===== src/rtl/mod_down_counter_timer.sv =====
`default_nettype none
// ============================================================================
//  Module      : mod_down_counter_timer
//  Description : Programmable modulo down-counter/timer. Loads a start value,
//                decrements on enabled cycles and emits a registered one-cycle
//                terminal-count pulse at zero. One-shot or auto-reload. Used
//                for periodic ticks, timeouts and baud/strobe dividers.
//  Revision    : 1.0 - initial release
// ============================================================================
module mod_down_counter_timer #(
    parameter int WIDTH = 8
) (
    input  logic             clk,
    input  logic             reset_n,
    input  logic             start,
    input  logic             stop,
    input  logic             enable,
    input  logic [WIDTH-1:0] load_value,
    input  logic             auto_reload,
    output logic [WIDTH-1:0] count,
    output logic             tc,
    output logic             busy,
    output logic             done
);

    typedef enum logic [1:0] {
        ST_IDLE = 2'd0,
        ST_RUN  = 2'd1,
        ST_DONE = 2'd2
    } state_t;

    state_t           state_q;
    logic [WIDTH-1:0] count_q;
    logic [WIDTH-1:0] reload_q;
    logic             mode_q;
    logic             tc_q;
    logic             busy_q;
    logic             done_q;

    // Control FSM: stop has top priority, then start (which also restarts a
    // running timer), then the normal count/expire behaviour of each state.
    // busy/done are registered alongside the state so they decode it exactly.
    always_ff @(posedge clk or negedge reset_n) begin
        if (!reset_n) begin
            state_q  <= ST_IDLE;
            count_q  <= '0;
            reload_q <= '0;
            mode_q   <= 1'b0;
            tc_q     <= 1'b0;
            busy_q   <= 1'b0;
            done_q   <= 1'b0;
        end else if (stop) begin
            // Abort wins even if a terminal count was due this cycle.
            state_q <= ST_IDLE;
            count_q <= '0;
            tc_q    <= 1'b0;
            busy_q  <= 1'b0;
            done_q  <= 1'b0;
        end else if (start) begin
            // The start cycle only captures; it never decrements or fires tc.
            state_q  <= ST_RUN;
            count_q  <= load_value;
            reload_q <= load_value;
            mode_q   <= auto_reload;
            tc_q     <= 1'b0;
            busy_q   <= 1'b1;
            done_q   <= 1'b0;
        end else begin
            tc_q <= 1'b0;
            case (state_q)
                ST_RUN: begin
                    if (enable) begin
                        if (count_q != '0) begin
                            count_q <= count_q - 1'b1;
                        end else begin
                            tc_q <= 1'b1;
                            if (mode_q) begin
                                count_q <= reload_q;
                            end else begin
                                state_q <= ST_DONE;
                                busy_q  <= 1'b0;
                                done_q  <= 1'b1;
                            end
                        end
                    end
                end
                ST_DONE: begin
                    count_q <= '0;
                end
                default: begin
                    state_q <= ST_IDLE;
                    busy_q  <= 1'b0;
                    done_q  <= 1'b0;
                end
            endcase
        end
    end

    assign count = count_q;
    assign tc    = tc_q;
    assign busy  = busy_q;
    assign done  = done_q;

endmodule
`default_nettype wire


===== config.mk =====
export PLATFORM = sky130hd
export DESIGN_NAME = mod_down_counter_timer
export DESIGN_NICKNAME = d
export VERILOG_FILES = /design/src/rtl/mod_down_counter_timer.sv
export SDC_FILE = /design/constraint.sdc
export NUM_CORES = 1
export LEC_CHECK = 0
export CAP_MARGIN = 10
export CORE_MARGIN = 4
export CORE_UTILIZATION = 46
export CTS_CLUSTER_SIZE = 8
export DETAILED_ROUTE_END_ITERATION = 6
export MAX_ROUTING_LAYER = met4
export PLACE_DENSITY_LB_ADDON = 0.12
export SYNTH_ARGS = -nofsm -noshare
export SYNTH_HDL_FRONTEND = slang
export SYNTH_SLANG_ARGS = --single-unit

===== constraint.sdc =====
create_clock -name clk -period 2.05 [get_ports clk]
set_input_delay 0.205 -clock clk [delete_from_list [all_inputs] [get_ports clk]]
set_output_delay 0.205 -clock clk [all_outputs]
set_load 0.03 [all_outputs]

==> impl_results.md <==
* Via density at 5.99
* IO buf count at 24
* Die Y at 60.3 um
* Syn Nets at 154
* Vias at 1197
* GRT Overall Usage at 0.205
* Clock Skews at 0.00330 ns
* Crit-path slowest cell: dfrtp_2
* Netlist cell types at 45
* Post-synth top area share at 0.397
* Met2 routed WL at 1.53 mm
* Pin count of the biggest net entering global routing at 21
* Critical path's largest stage delay at 0.42 ns
* Setup TNS at 0 ns
* Num CTS Buffers at 3
* Boundary Pins at 25
* Via count of the first global-routing pass at 1176
* # rows at 18
* Register area at 502 um^2
* Final wirelength at 3.24 mm
* H-Tree Depth at 1
* Final setup margin at 0.143 ns
* Comb power frac at 0.390
* Max Cap Viol at 0
* Clk pwr share at 0.195
* WL/cell at 16.2 um
* Fmax at 524 MHz
* TritonCTS clock tree: yes
* DR top layer: met4
* Post-layout min period at 1.91 ns
* Largest area contributor in the synthesized netlist: dfrtp_1
* Clock latency at the later pin of the worst-skew pair at 0.31 ns
* Drt drc at 0
* Aggregate global routing overflow at 0
* HP Class: in2async
* Buf/Inv on CP at 2
* FF-to-FF setup slack at 0.14 ns
* Crit path from: count[0]
* Yosys reg bits at 20
* Req. time, crit path at 2.26 ns
* Final setup fails at 0
* Reg2reg end: count[4]
* Leak at 0.710 nW
* Chip width at 60.3 um
* Met3 WL at 256 um
* Diode count at 0
* Layout area overhead at 30.7%
* ANT nets after route at 0
* Sw Pwr at 0.000454 W
* Crit path kind: reg2reg
* CTS max path bufs at 2
* Switching part of the total power at 0.368
* Synthesized area at 1260 um^2
* Pwr Density at 750 nW/um^2
* # fillers at 220
* Reg-to-reg startpoint: count[0]
* Clk root buf: clkbuf_4
* Sequential share of power at 0.416
* Share of cells above drive strength 1 at 0.176
* CP Max Fanout at 6
* Seq/Total Area, Yosys at 0.397
* Internal Pwr Total at 0.000781 W
* Initial DRC Count at 69
* Gp weighted congestion at 0.829
* RSZ-0062 raised after global routing: no
* Final period util at 0.930
* Post-DP HPWL at 2.28 mm
* Final #Nets at 189
* Number of flops mapped to enable cells by yosys at 0
* Pre-CTS setup slack at 0.0870 ns
* Crit path DAT at 2.11 ns
* Initial Util at 0.495
* Hold_buf cts at 0
* CP Depth at 7
* Ys async rst share at 1.00
* Area contributors post-synth: dfrtp_1 (40%), inv_1 (4.2%), ha_1 (4.0%)
* Multi-input gate area at 687 um^2
* First-pass GRT wire length at 5.40 mm
* Worst-margin pin slew at 0.352 ns
* Core area at 2540 um^2
* Post-Place Cells at 195
* Syn_area_per_cell at 9.26 um^2
* Crit end category: register
* Pins Over Slew Limit at 0
* Die area at 3640 um^2
* Worst setup SP type: register
* Cell Chain, Critical Path: inv_1 -> ha_1 -> nor4b_4 -> buf_6 -> mux2_2 -> nand4_1 -> o211ai_1
* Worst slew margin at 0.765
* Final Hold Viols at 0
* R2R depth at 7
* Final Util at 0.647
* TritonRoute pass-1 iters at 4
* CP endpoint: count[4]
* Top delay family on crit path: simple AND/OR/NAND/NOR gates
* CTS Sinks at 20
* Initial antenna violation count at 0
* Clock-pin slew on the worst setup and hold paths at 0.12 ns
* Non-filler cells, final at 200
* Ys Warns at 0
* Status: finished clean
* Tot Pwr at 0.00124 W
* Peak supply drop at 0.000554 V
* Met1 WL at 1.40 mm
* Post-Syn Instances at 136
* Ys flop type: dfrtp_1
-- cell usage in the layout (no fill, tap or decap), drive strengths merged, types with 2 or more instances in the layout --
master         synthesis  routed
a21oi                  7       7
nand4                  5       5
o211ai                 3       3
o21ai                  9       9
ha                     4       4
nand3                  5       5
nor2                   7       7
nor2b                  3       3
clkdlybuf4s50          0      24
a31oi                  2       2
buf                    4      12
nand2                 12      12
o221ai                 2       2
o22a                   2       2
dfrtp                 20      20
nor3                   5       5
mux2                   4       4
a211oi                 2       2
a22o                   2       2
or3                    3       3
and2                   2       2
clkbuf                 2       4
inv                   14      14
-- worst register-to-register path, stage by stage (launching register included) --
cell	delay, ns
dfrtp_2	0.42
inv_1	0.13
ha_1	0.23
nor4b_4	0.34
buf_6	0.18
mux2_2	0.33
nand4_1	0.09
o211ai_1	0.09
-- through the flow --
stage	cell area, um^2	hold slack (ns)
5_1_grt	1650	0.225
3_3_place_gp	1590	0.498
4_1_cts	1620	0.212
2_1_floorplan	1260	-0.0906
3_5_place_dp	1590	0.515
6_report	1650	0.216
-- per-layer routing --
metal,GRT usage,vias to the layer above
met5,-,-
met4,0.0665,0
met3,0.0447,6
met2,0.349,45
met1,0.240,580
li1,-,566
-- synth_stat cells (2+ instances only) --
cell type and number:
a211oi_1 2, a21oi_1 7, a22o_1 2, a31oi_1 2, and2_1 2, buf_2 3, clkbuf_1 2, dfrtp_1 20
ha_1 4, inv_1 14, mux2_2 3, nand2_1 12, nand3_1 5, nand4_1 4, nor2_1 7, nor2b_1 3
nor3_1 3, o211ai_1 3, o21ai_0 8, o221ai_1 2, o22a_1 2, or3_1 3
-- what timing repair did --
action	4_1_cts	5_1_grt
resized for setup	0	5
endpoints found under the setup margin	0	3
buffers inserted	0	0
-- flip-flops by register name, indices dropped and copies added (netlist names) --
signal and flops:
mode_q 1, count 8, tc 1, state_q 2, reload_q 8
-- power groups by stage --
stage | Combinational, W | Sequential, W | Clock (W)
finish | 0.000481 | 0.000513 | 0.000240
global route | 0.000522 | 0.000523 | 0.000262
CTS | 0.000464 | 0.000513 | 0.000249
detailed placement | 0.000461 | 0.000520 | 0
global placement | 0.000453 | 0.000518 | 0
floorplan | 0.000247 | 0.000554 | 0
-- worst min path at each step --
stage,end,cells after the start
after floorplan,count[0],0
after global placement,reload_q[4],1
after detailed placement,reload_q[4],1
after CTS,reload_q[7],2
after global routing,reload_q[7],2
final,reload_q[3],2
-- logic make-up after synthesis --
group | Yosys count | share of synthesized area
DFF | 20 | 0.397
muxes | 4 | 0.0387
adders and majority gates | 4 | 0.0397
buffers and inverters | 20 | 0.0685
and+or+nand+nor | 49 | 0.239
AOI/OAI and AO/OA | 39 | 0.216
-- layout make-up --
| class | instances | share of cell area |
|---|---|---|
| Multi-Input combinational cell | 96 | 0.417 |
| Sequential cell | 20 | 0.305 |
| Timing Repair Buffer | 36 | 0.201 |
| Inverter | 14 | 0.0319 |
| Tap cell | 30 | 0.0228 |
| Clock buffer | 4 | 0.0220 |
Power figures use the tool's default switching activity.
